**src/rtl/mhz1_bus_responder_if.sv**
```systemverilog
// Bus-side and register-port signals of the 1MHz-bus responder, grouped for port connection.
interface mhz1_bus_responder_if #(
   parameter int unsigned ADDR_BITS = 4
);
   logic                 clke;
   logic                 rnw;
   logic                 pgfc_n;
   logic                 pgfd_n;
   logic [7:0]           bus_addr;
   logic [7:0]           bus_data_in;
   logic [7:0]           bus_data_out;
   logic                 bus_data_oe;
   logic                 bus_data_dir;
   logic [ADDR_BITS-1:0] reg_addr;
   logic [7:0]           reg_wdata;
   logic                 reg_wr;
   logic                 reg_rd;
   logic [7:0]           reg_rdata;
   logic                 reg_page;

   modport master (
      output clke, rnw, pgfc_n, pgfd_n, bus_addr, bus_data_in, reg_rdata,
      input  bus_data_out, bus_data_oe, bus_data_dir,
             reg_addr, reg_wdata, reg_wr, reg_rd, reg_page
   );

   modport slave (
      input  clke, rnw, pgfc_n, pgfd_n, bus_addr, bus_data_in, reg_rdata,
      output bus_data_out, bus_data_oe, bus_data_dir,
             reg_addr, reg_wdata, reg_wr, reg_rd, reg_page
   );
endinterface

```
**src/rtl/mhz1_bus_responder.sv**
```systemverilog
// 1MHz-bus slave front end: synchronises host bus cycles into clk50 and turns them into register strobes.
// Optional page-FD decode is enabled by defining MHZ1_BUS_PGFD_EN.
module mhz1_bus_responder #(
   parameter logic [7:0]  BASE_ADDR   = 8'hA0,
   parameter int unsigned ADDR_BITS   = 4,
   parameter int unsigned HOLD_CYCLES = 4
) (
   input logic                 clk50,
   input logic                 reset,
   mhz1_bus_responder_if.slave bus
);
   localparam int unsigned CNT_W = (HOLD_CYCLES > 1) ? $clog2(HOLD_CYCLES) : 1;

   typedef enum logic [1:0] {
      IDLE   = 2'd0,
      ACT_WR = 2'd1,
      ACT_RD = 2'd2,
      HOLD   = 2'd3
   } state_e;

   state_e               state_q, state_d;
   logic                 armed_q, armed_d;
   logic                 rd_p1_q, rd_p1_d;
   logic [CNT_W-1:0]     cnt_q, cnt_d;
   logic [ADDR_BITS-1:0] reg_addr_q, reg_addr_d;
   logic [7:0]           reg_wdata_q, reg_wdata_d;
   logic                 reg_wr_q, reg_wr_d;
   logic                 reg_rd_q, reg_rd_d;
   logic [7:0]           dout_q, dout_d;
   logic                 oe_q, oe_d;
   logic                 dir_q;

   logic                 s1_clke_q, s2_clke_q;
   logic                 s1_rnw_q, s2_rnw_q;
   logic                 s1_pgfc_n_q, s2_pgfc_n_q;
   logic [7:0]           s1_addr_q, s2_addr_q;
   logic [7:0]           s1_data_q, s2_data_q;

   logic                 rise, fall, tag_match, sel_fc, sel, start;

   // Identical two-stage pipeline for every bus input keeps them mutually aligned.
   always_ff @(posedge clk50) begin
      s1_clke_q   <= bus.clke;
      s2_clke_q   <= s1_clke_q;
      s1_rnw_q    <= bus.rnw;
      s2_rnw_q    <= s1_rnw_q;
      s1_pgfc_n_q <= bus.pgfc_n;
      s2_pgfc_n_q <= s1_pgfc_n_q;
      s1_addr_q   <= bus.bus_addr;
      s2_addr_q   <= s1_addr_q;
      s1_data_q   <= bus.bus_data_in;
      s2_data_q   <= s1_data_q;
   end

   assign rise      = ~s2_clke_q & s1_clke_q;
   assign fall      = s2_clke_q & ~s1_clke_q;
   assign tag_match = (s2_addr_q[7:ADDR_BITS] == BASE_ADDR[7:ADDR_BITS]);
   assign sel_fc    = ~s2_pgfc_n_q & tag_match;

`ifdef MHZ1_BUS_PGFD_EN
   logic s1_pgfd_n_q, s2_pgfd_n_q, sel_fd, reg_page_q;

   always_ff @(posedge clk50) begin
      s1_pgfd_n_q <= bus.pgfd_n;
      s2_pgfd_n_q <= s1_pgfd_n_q;
   end

   assign sel_fd = ~s2_pgfd_n_q & tag_match;
   assign sel    = sel_fc | sel_fd;

   // FC takes priority when both page selects are low.
   always_ff @(posedge clk50) begin
      if (reset)      reg_page_q <= 1'b0;
      else if (start) reg_page_q <= ~sel_fc;
   end

   assign bus.reg_page = reg_page_q;
`else
   assign sel          = sel_fc;
   assign bus.reg_page = 1'b0;
`endif

   // armed_q demands a seen rise, so a cycle already in progress at reset release is skipped.
   assign start = (state_q == IDLE) & armed_q & s1_clke_q & s2_clke_q & sel;

   always_ff @(posedge clk50) begin
      if (reset) begin
         state_q     <= IDLE;
         armed_q     <= 1'b0;
         rd_p1_q     <= 1'b0;
         cnt_q       <= '0;
         reg_addr_q  <= '0;
         reg_wdata_q <= '0;
         reg_wr_q    <= 1'b0;
         reg_rd_q    <= 1'b0;
         dout_q      <= '0;
         oe_q        <= 1'b0;
         dir_q       <= 1'b0;
      end else begin
         state_q     <= state_d;
         armed_q     <= armed_d;
         rd_p1_q     <= rd_p1_d;
         cnt_q       <= cnt_d;
         reg_addr_q  <= reg_addr_d;
         reg_wdata_q <= reg_wdata_d;
         reg_wr_q    <= reg_wr_d;
         reg_rd_q    <= reg_rd_d;
         dout_q      <= dout_d;
         oe_q        <= oe_d;
         dir_q       <= oe_d;
      end
   end

   always_comb begin
      state_d     = state_q;
      armed_d     = armed_q;
      rd_p1_d     = 1'b0;
      cnt_d       = cnt_q;
      reg_addr_d  = reg_addr_q;
      reg_wdata_d = reg_wdata_q;
      reg_wr_d    = 1'b0;
      reg_rd_d    = 1'b0;
      dout_d      = dout_q;
      oe_d        = oe_q;

      if (rise) armed_d = 1'b1;
      if (fall) armed_d = 1'b0;

      unique case (state_q)
         IDLE: begin
            oe_d = 1'b0;
            if (start) begin
               armed_d    = 1'b0;
               reg_addr_d = s2_addr_q[ADDR_BITS-1:0];
               if (s2_rnw_q) begin
                  state_d  = ACT_RD;
                  reg_rd_d = 1'b1;
               end else begin
                  state_d  = ACT_WR;
               end
            end
         end
         // The s2 data on the fall cycle was sampled while clke was still high.
         ACT_WR: begin
            reg_wdata_d = s2_data_q;
            if (fall) begin
               state_d  = IDLE;
               reg_wr_d = 1'b1;
            end
         end
         ACT_RD: begin
            rd_p1_d = reg_rd_q;
            if (rd_p1_q) begin
               dout_d = bus.reg_rdata;
               oe_d   = 1'b1;
            end
            if (fall) begin
               state_d = HOLD;
               cnt_d   = '0;
            end
         end
         HOLD: begin
            if (cnt_q == CNT_W'(HOLD_CYCLES - 1)) begin
               state_d = IDLE;
               oe_d    = 1'b0;
               dout_d  = '0;
            end else begin
               cnt_d = cnt_q + CNT_W'(1);
            end
         end
         default: state_d = IDLE;
      endcase
   end

   assign bus.reg_addr     = reg_addr_q;
   assign bus.reg_wdata    = reg_wdata_q;
   assign bus.reg_wr       = reg_wr_q;
   assign bus.reg_rd       = reg_rd_q;
   assign bus.bus_data_out = dout_q;
   assign bus.bus_data_oe  = oe_q;
   assign bus.bus_data_dir = dir_q;
endmodule

```
**src/flat_wrapper.sv**
```systemverilog
// flat-port wrapper written by rule: the top's interface ports become plain ports
module mhz1_bus_responder_flat 
#(
   parameter logic [7:0]  BASE_ADDR   = 8'hA0,
   parameter int unsigned ADDR_BITS   = 4,
   parameter int unsigned HOLD_CYCLES = 4
)
  (clk50, reset, bus_clke, bus_rnw, bus_pgfc_n, bus_pgfd_n, bus_bus_addr, bus_bus_data_in, bus_reg_rdata, bus_bus_data_out, bus_bus_data_oe, bus_bus_data_dir, bus_reg_addr, bus_reg_wdata, bus_reg_wr, bus_reg_rd, bus_reg_page);
  mhz1_bus_responder_if #(.ADDR_BITS(ADDR_BITS)) bus_i ();
  input logic clk50;
  input logic reset;
  input wire logic [$bits(bus_i.clke)-1:0] bus_clke;
  input wire logic [$bits(bus_i.rnw)-1:0] bus_rnw;
  input wire logic [$bits(bus_i.pgfc_n)-1:0] bus_pgfc_n;
  input wire logic [$bits(bus_i.pgfd_n)-1:0] bus_pgfd_n;
  input wire logic [$bits(bus_i.bus_addr)-1:0] bus_bus_addr;
  input wire logic [$bits(bus_i.bus_data_in)-1:0] bus_bus_data_in;
  input wire logic [$bits(bus_i.reg_rdata)-1:0] bus_reg_rdata;
  output wire logic [$bits(bus_i.bus_data_out)-1:0] bus_bus_data_out;
  output wire logic [$bits(bus_i.bus_data_oe)-1:0] bus_bus_data_oe;
  output wire logic [$bits(bus_i.bus_data_dir)-1:0] bus_bus_data_dir;
  output wire logic [$bits(bus_i.reg_addr)-1:0] bus_reg_addr;
  output wire logic [$bits(bus_i.reg_wdata)-1:0] bus_reg_wdata;
  output wire logic [$bits(bus_i.reg_wr)-1:0] bus_reg_wr;
  output wire logic [$bits(bus_i.reg_rd)-1:0] bus_reg_rd;
  output wire logic [$bits(bus_i.reg_page)-1:0] bus_reg_page;
  assign bus_i.clke = bus_clke;
  assign bus_i.rnw = bus_rnw;
  assign bus_i.pgfc_n = bus_pgfc_n;
  assign bus_i.pgfd_n = bus_pgfd_n;
  assign bus_i.bus_addr = bus_bus_addr;
  assign bus_i.bus_data_in = bus_bus_data_in;
  assign bus_i.reg_rdata = bus_reg_rdata;
  assign bus_bus_data_out = bus_i.bus_data_out;
  assign bus_bus_data_oe = bus_i.bus_data_oe;
  assign bus_bus_data_dir = bus_i.bus_data_dir;
  assign bus_reg_addr = bus_i.reg_addr;
  assign bus_reg_wdata = bus_i.reg_wdata;
  assign bus_reg_wr = bus_i.reg_wr;
  assign bus_reg_rd = bus_i.reg_rd;
  assign bus_reg_page = bus_i.reg_page;
  mhz1_bus_responder #(.BASE_ADDR(BASE_ADDR), .ADDR_BITS(ADDR_BITS), .HOLD_CYCLES(HOLD_CYCLES)) u_core (.clk50(clk50), .reset(reset), .bus(bus_i));
endmodule
```
**config.mk**
```make
export PLATFORM = sky130hd
export DESIGN_NAME = mhz1_bus_responder_flat
export DESIGN_NICKNAME = d
export VERILOG_FILES = /design/src/rtl/mhz1_bus_responder_if.sv /design/src/rtl/mhz1_bus_responder.sv /design/src/flat_wrapper.sv
export SDC_FILE = /design/constraint.sdc
export NUM_CORES = 1
export LEC_CHECK = 0
export ABC_AREA = 1
export BUFFER_PORTS_ARGS = -buffer_cell sky130_fd_sc_hd__buf_2
export CELL_PAD_IN_SITES_DETAIL_PLACEMENT = 0
export CELL_PAD_IN_SITES_GLOBAL_PLACEMENT = 1
export CORE_MARGIN = 3
export CORE_UTILIZATION = 38
export DETAILED_ROUTE_END_ITERATION = 16
export PLACE_DENSITY = 0.86
export SETUP_SLACK_MARGIN = 0.15
export SYNTH_ARGS = -nofsm -noshare
export SYNTH_HDL_FRONTEND = slang
export SYNTH_SLANG_ARGS = --single-unit
```
**constraint.sdc**
```tcl
create_clock -name clk50 -period 1.35 [get_ports clk50]
set_input_delay 0.0675 -clock clk50 [delete_from_list [all_inputs] [get_ports clk50]]
set_output_delay 0.0675 -clock clk50 [all_outputs]
set_load 0.03 [all_outputs]
```
==> summary.md, run 1 <==
| Metric | Value |
|---|---|
| Ant. Diodes | 0 |
| Sequential Power Share | 0.467 |
| Layout Skew | 0.004212 ns |
| DR vias/cell | around 4.2 |
| Vias post-DR | 1528 |
| Fin crit period | ~1.1 ns |
| Worst EP arrival | 1.41 ns |
| Hold_ws | 0.1249 ns |
| Nets@finish | 322 |
| Sum of negative setup slack | 0 ns |
| First-pass GRT wire length | roughly 6.2 mm |
| RSZ-0062 raised after global routing | true |
| PD cells | 1479 mW/mm2 |
| Commonest non-fill, non-tap cell in the layout | dfxtp_1 |
| Die area | 0.006096 mm2 |
| Switch Pwr | 803.3 uW |
| Largest net degree at the start of global routing | 18 |
| Synth Area per Inst | 10.02 um2 |
| Root Driver | clkbuf_8 |
| Leakage power | 0.001366 uW |
| CP max FO | 6 |
| Synthesized cell area | 0.001974 mm2 |
| Initial antenna violation count | 0 |
| Final hold vios | 0 |
| CTS clock-pin slew for the worst setup and hold paths | around 0.070 ns |
| Reg-to-Reg End | u_core.state_q[1]$_SDFFE_PP0P_ |
| Max-slew violation count | 0 |
| Clock Sink Count | 67 |
| Final period utilization | 0.8486 |
| Number of distinct library cells after synthesis | 21 |
| RD Place Congestion | 0.7338 |
| Post-synthesis sequential area ratio | 0.6793 |
| Post-route setup slack | 0.2044 ns |
| IO Count | 55 |
| CTS tree | yes |
| Total GRT Usage | 0.1337 |
| Final ANT Viol Nets | 0 |
| CP endpoint kind | flop |
| #FFs+latches synth | 67 |
| CORE AREA | 0.004880 mm2 |
| Finished Core Util | 0.6095 |
| Maximum VDD drop | approximately 1.2 mV |
| Required @ worst endpoint | 1.62 ns |
| Register-to-Register Path Depth | 9 |
| Die Span Y | 78.08 um |
| Max Clk Rate | approximately 0.87 GHz |
| Startpoint types | flop |
| R2R Path Start | u_core.state_q[1]$_SDFFE_PP0P_ |
| Status | completed |
| Grt total ovfl | 0 |
| Sw Share | 0.1826 |
| Avg WL per Cell | about 11 um |
| Critical path class | reg -> reg |
| Hold/Removal Path Class | in -> reg |
| I/O Buffers | 52 |
| Cell Rows | 25 |
| Setup slack, reg-to-reg | 0.20 ns |
| Most frequent cells in the layout | dfxtp_1, buf_2, nor2_1, dlygate4sd3_1, nand2_1 |
| Crit path capture | u_core.state_q[1]$_SDFFE_PP0P_ |
| DR iter-0 viols | 75 |
| Gate power share | 0.034 |
| Die Wd | 78.08 um |
| Starting Density | 0.4046 |
| Number of global-route vias before repair | 1438 |
| Ys Warns | 0 |
| Htree depth | 3 |
| Final WL | about 3.8 mm |
| Share of cells above drive strength 1 | 0.3953 |
| Pre-CTS setup slack | 0.07956 ns |
| Worst Setup SP | u_core.state_q[1]$_SDFFE_PP0P_ |
| Total of max-cap violations | 0 |
| Residual DRC | 0 |
| First drt pass iteration count | 4 |
| DPL Wire Length | ~2.5 mm |
| Count of final setup violators | 0 |
| Int Power | 3596 uW |
| Post-Syn Nets | 228 |
| Worst-Skew Late Latency | 0.33 ns |
| Post-Synthesis Cells | 197 |
| Area grow syn2layout | 50.63% |
| Clock Power Share | 0.498 |
| CTS Buffer Depth | 2 |
| Total CTS buffers | 9 |
| Hold-critical path depth | 3 |
-- metrics by stage --
stage	instance area (um2)	instances	power (uW)
6_report	2974	363	4399
5_1_grt	2974	363	4557
4_1_cts	2885	360	4447
3_5_place_dp	2333	317	2192
3_3_place_gp	2333	317	2187
2_1_floorplan	1974	197	2137
-- flip-flops by register name (all words and copies together), names as in the netlist, 4 cells and up --
register / cells
u_core.bus.bus_data_out: 8
u_core.bus.reg_wdata: 8
u_core.s1_addr_q: 8
u_core.s1_data_q: 8
u_core.s2_addr_q: 8
u_core.s2_data_q: 8
u_core.bus.reg_addr: 4
-- cells by family after synthesis --
| logic type | count (synthesis) | synth area share |
|---|---|---|
| buf+inv | 20 | 0.04182 |
| flops | 67 | 0.6793 |
| compound gates | 33 | 0.1008 |
| other cells | 1 | 0.001899 |
| fa+ha+maj | 1 | 0.006336 |
| simple gates | 75 | 0.1698 |
-- synth_stat cells --
cell | n | area, um2
a21oi_1 | 3 | 15.01
inv_1 | 12 | 45.04
o21ai_1 | 1 | 5.000
nand2_1 | 22 | 82.58
nor3_1 | 2 | 10.01
clkinv_1 | 1 | 3.750
o21ai_2 | 1 | 8.760
nand3_1 | 5 | 25.02
ha_1 | 1 | 12.51
dfxtp_1 | 67 | 1341
buf_4 | 2 | 15.01
inv_2 | 3 | 11.26
nand2_4 | 1 | 11.26
clkbuf_1 | 2 | 7.510
nand2_2 | 11 | 68.82
conb_1 | 1 | 3.750
o21ai_0 | 20 | 100.1
nor2_1 | 32 | 120.1
a21oi_2 | 8 | 70.07
nor2_4 | 1 | 11.26
nor2_2 | 1 | 6.260
-- critical path, cell delays in order, from the launching register on --
cell and delay, ns:
dfxtp_4 0.42, nand2_4 0.08, inv_4 0.06, nand2_4 0.06, buf_4 0.14, nand2_1 0.06, inv_1 0.04, nand3_1 0.07
nand2_1 0.05, nor2_1 0.09
-- how the worst min path moves through the flow --
stage	start	endpoint	slack [ns]
6_report	reset	u_core.bus.bus_data_out[0]$_SDFFE_PP0P_	0.12
5_1_grt	reset	u_core.bus.bus_data_out[2]$_SDFFE_PP0P_	0.12
4_1_cts	reset	u_core.bus.bus_data_out[2]$_SDFFE_PP0P_	0.11
3_5_place_dp	bus_bus_data_in[7]	u_core.s1_data_q[7]$_DFF_P_	0.17
3_3_place_gp	bus_bus_data_in[7]	u_core.s1_data_q[7]$_DFF_P_	0.17
2_1_floorplan	bus_bus_addr[0]	u_core.s1_addr_q[0]$_DFF_P_	0.1
-- timing repair --
action / 4_1_cts / 5_1_grt
resized for setup: 5 / 23
gates cloned: 0 / 0
hold buffers: 27 / 0
pin swaps: 0 / 7
setup endpoints to repair: 20 / 22
buffers inserted: 0 / 3
hold endpoints to repair: 27 / 0
-- power by group through the flow --
stage,Sequential (uW),Combinational (uW),Clock [uW]
2_1_floorplan,2100,36.5,0
3_3_place_gp,2100,87.0,0
3_5_place_dp,2100,88.0,0
4_1_cts,2060,148,2240
5_1_grt,2060,166,2330
6_report,2060,150,2190
-- cell type report --
type	instances	area, um2
multi-input cells	110	601.8
inverters	16	71.32
fillers	407	1906
flip-flops and latches	67	1353
clock inverters	6	136.4
repair buffers	87	590.6
clock buffers	10	137.6
well taps	67	83.83
-- layer usage --
metal | share of wire | global-route usage | routed length (um) | up-vias
met5 | 0 | 0 | 0 | -
met4 | 0.021 | 0.08392 | 82 | 0
met3 | 0.050 | 0.04472 | 189 | 8
met2 | 0.51 | 0.2200 | 1944 | 32
met1 | 0.42 | 0.1482 | 1598 | 680
li1 | - | - | - | 808
Note: power is estimated with default switching activity, not from simulation.
==> run 2: changes to the inputs <==
==> constraint.sdc (replaced) <==
create_clock -name clk50 -period 1.06 [get_ports clk50]
set_input_delay 0.053 -clock clk50 [delete_from_list [all_inputs] [get_ports clk50]]
set_output_delay 0.053 -clock clk50 [all_outputs]
set_load 0.03 [all_outputs]
==> summary.md, run 2 (synthesis gave the netlist of run 1 again) <==
| Metric | Value |
|---|---|
| Metal-1 WL | 1.804 mm (+13%) |
| Met2 wire len | 2.137 mm (+9.9%) |
| Die Wd | 78.08 um (unchanged) |
| Number of global-route vias before repair | 1590 (+11%) |
| Critical path class | reg -> reg |
| Area grow syn2layout | 66.86% |
| Sw Share | 0.2026 (+0.02000) |
| Startpoint types | flop |
| Total of max-cap violations | 0 (unchanged) |
| Die area | 0.006096 mm2 (unchanged) |
| Clock Sink Count | 67 (unchanged) |
| First-pass GRT wire length | 7.141 mm (+15%) |
| Maximum VDD drop | 1.471 mV (+26%) |
| Most frequent cells in the layout | dfxtp_1, buf_2, dlygate4sd3_1, buf_6, dfxtp_2 |
| Count of final setup violators | 23 (+23) |
| Leakage power | 0.001449 uW (+6.0%) |
| Die Span Y | 78.08 um (unchanged) |
| DPL Wire Length | 2.490 mm (+0.94%) |
| Pre-CTS setup slack | -0.09868 ns (-0.1782 ns) |
| Avg WL per Cell | 11.41 um (+8.6%) |
| CP endpoint kind | flop |
| Final ANT Viol Nets | 0 (unchanged) |
| RSZ-0062 raised after global routing | true |
| Final period utilization | 1.059 (+0.2102) |
| CTS clock-pin slew for the worst setup and hold paths | 0.07 ns (about the same) |
| Cell Rows | 25 (unchanged) |
| Placed Instances | 323 (+1.9%) |
| Violated checks | negative setup slack |
| DR iter-0 viols | 37 (-51%) |
| Int Power | 4114 uW (+14%) |
| Worst path top cell family by delay | flip-flops |
| Commonest non-fill, non-tap cell in the layout | dfxtp_1 |
| Status | finished with violations |
| Hold/Removal Path Class | in -> reg |
| Max-slew violation count | 0 (unchanged) |
| Clock Power Share | 0.450 (-0.048) |
| Fin crit period | 1.122 ns (-0.02333 ns) |
| Largest net degree at the start of global routing | 13 (-5) |
| Total CTS buffers | 9 (unchanged) |
| Share of cells above drive strength 1 | 0.5437 (+0.1484) |
| Nets@finish | 335 (+4.0%) |
| Final hold vios | 0 (unchanged) |
| Required @ worst endpoint | 1.33 ns (-0.29 ns) |
| Max Clk Rate | 0.8910 GHz (+2.1%) |
| Gate power share | 0.042 (+0.008) |
| Total GRT Usage | 0.1556 (+0.02196) |
| Max layer used | met4 |
| Switch Pwr | 1045 uW (+30%) |
| Ant. Diodes | 0 (unchanged) |
| Final WL | 4.292 mm (+13%) |
| Grt total ovfl | 0 (unchanged) |
| I/O Buffers | 52 (unchanged) |
| Layout Skew | 0.007565 ns (+0.003354 ns) |
| Initial antenna violation count | 0 (unchanged) |
| RD Place Congestion | 0.7673 (+4.6%) |
| IO Count | 55 (unchanged) |
| Critical path's largest stage delay | 0.39 ns (-0.03 ns) |
| Worst EP arrival | 1.39 ns (-0.02 ns) |
| CP max-delay cell | dfxtp_4 |
| Starting Density | 0.4046 (unchanged) |
| Vias post-DR | 1600 (+4.7%) |
| PD cells | 1566 mW/mm2 (+5.9%) |
| Htree depth | 3 (unchanged) |
| Finished Core Util | 0.6751 (+0.06564) |
| Layout Cells excl Fill | 376 (+3.6%) |
| Fillers | 370 (-9.1%) |
| Root Driver | clkbuf_8 |
| DR vias/cell | 4.255 (+1.1%) |
| Worst-Skew Late Latency | 0.34 ns (about the same) |
| Crit path cell chain | buf_6 > nor2_4 > buf_6 > o21ai_2 > nor2_2 |
| CORE AREA | 0.004880 mm2 (unchanged) |
| First drt pass iteration count | 4 (unchanged) |
| Post-route setup slack | -0.06230 ns (-0.2667 ns) |
| Sequential Power Share | 0.508 (+0.041) |
| CTS tree | yes |
| Final total power | 5160 uW (+17%) |
| Routed wl met3 | 220 um (+16%) |
| CP bufs+invs | 2 (-1) |
| CP max FO | 8 (+2) |
| CTS Buffer Depth | 2 (unchanged) |
| Critical Path Most Common Cell | buf_6 |
| Residual DRC | 0 (unchanged) |
## run 2: cell types whose count changed in the layout (fill, tap and decap cells not counted), moves of 9 or more
cell	before	now
buf_4	8	17
dfxtp_1	62	40
o21ai_0	19	10
dfxtp_2	3	24
buf_6	0	27
buf_2	52	28
## run 2: path summary, 6_finish.rpt
path	start	to	slack (ns)	cells past startpoint
setup / recovery	u_core.state_q[1]$_SDFFE_PP0P_	u_core.bus.reg_wdata[3]$_SDFFE_PP0N_	-0.06	5
hold / removal	reset	u_core.bus.bus_data_out[4]$_SDFFE_PP0P_	0.11	3
setup reg to reg	u_core.state_q[1]$_SDFFE_PP0P_	u_core.bus.reg_wdata[3]$_SDFFE_PP0N_	-0.06	5
hold reg to reg	u_core.s1_data_q[6]$_DFF_P_	u_core.s2_data_q[6]$_DFF_P_	0.33	0
## run 2: metrics by stage
stage | hold WS (ns) | instance area, um2 | TNS [ns]
after CTS | 0.07477 | 3112 | -0.6544
final | 0.1143 | 3294 | -0.7750
after floorplan | 0.08072 | 2029 | -0.02303
after global routing | 0.09957 | 3294 | -2.438
after detailed placement | 0.1566 | 2434 | -0.9464
after global placement | 0.1555 | 2434 | -0.7426
## run 2: worst reg2reg max path: stages, from the launching register on
cell and delay [ns]:
dfxtp_4 0.39, buf_6 0.13, nor2_4 0.18, buf_6 0.17
o21ai_2 0.08, nor2_2 0.11
## run 2: power groups by stage
stage               Combinational (uW)  Clock, uW  Sequential, uW
floorplan                         49.4          0            2670
global placement                   122          0            2670
detailed placement                 124          0            2670
CTS                                206       2390            2620
global route                       238       2530            2630
finish                             216       2320            2620
## run 2: layer usage
metal | global-route usage | up-vias
met3 | 0.05046 | 13
met5 | 0 | -
li1 | - | 835
met1 | 0.1678 | 708
met4 | 0.1154 | 0
met2 | 0.2543 | 44
## run 2: cell type report
class	count	area [um2]	share of cell area
inverters	16	72.57	0.02203
repair buffers	99	842.1	0.2556
multi-input cells	110	679.4	0.2062
clock inverters	6	87.58	0.02659
clock buffers	10	137.6	0.04178
well taps	67	83.83	0.02545
repair inverters	1	8.758	0.002659
flip-flops and latches	67	1383	0.4197
## run 2: repair_timing
item	4_1_cts	5_1_grt
hold endpoints to repair	27	0
pin swaps	8	14
resized for setup	66	46
buffers inserted	2	7
setup endpoints to repair	52	46
gates cloned	0	1
hold buffers	27	0
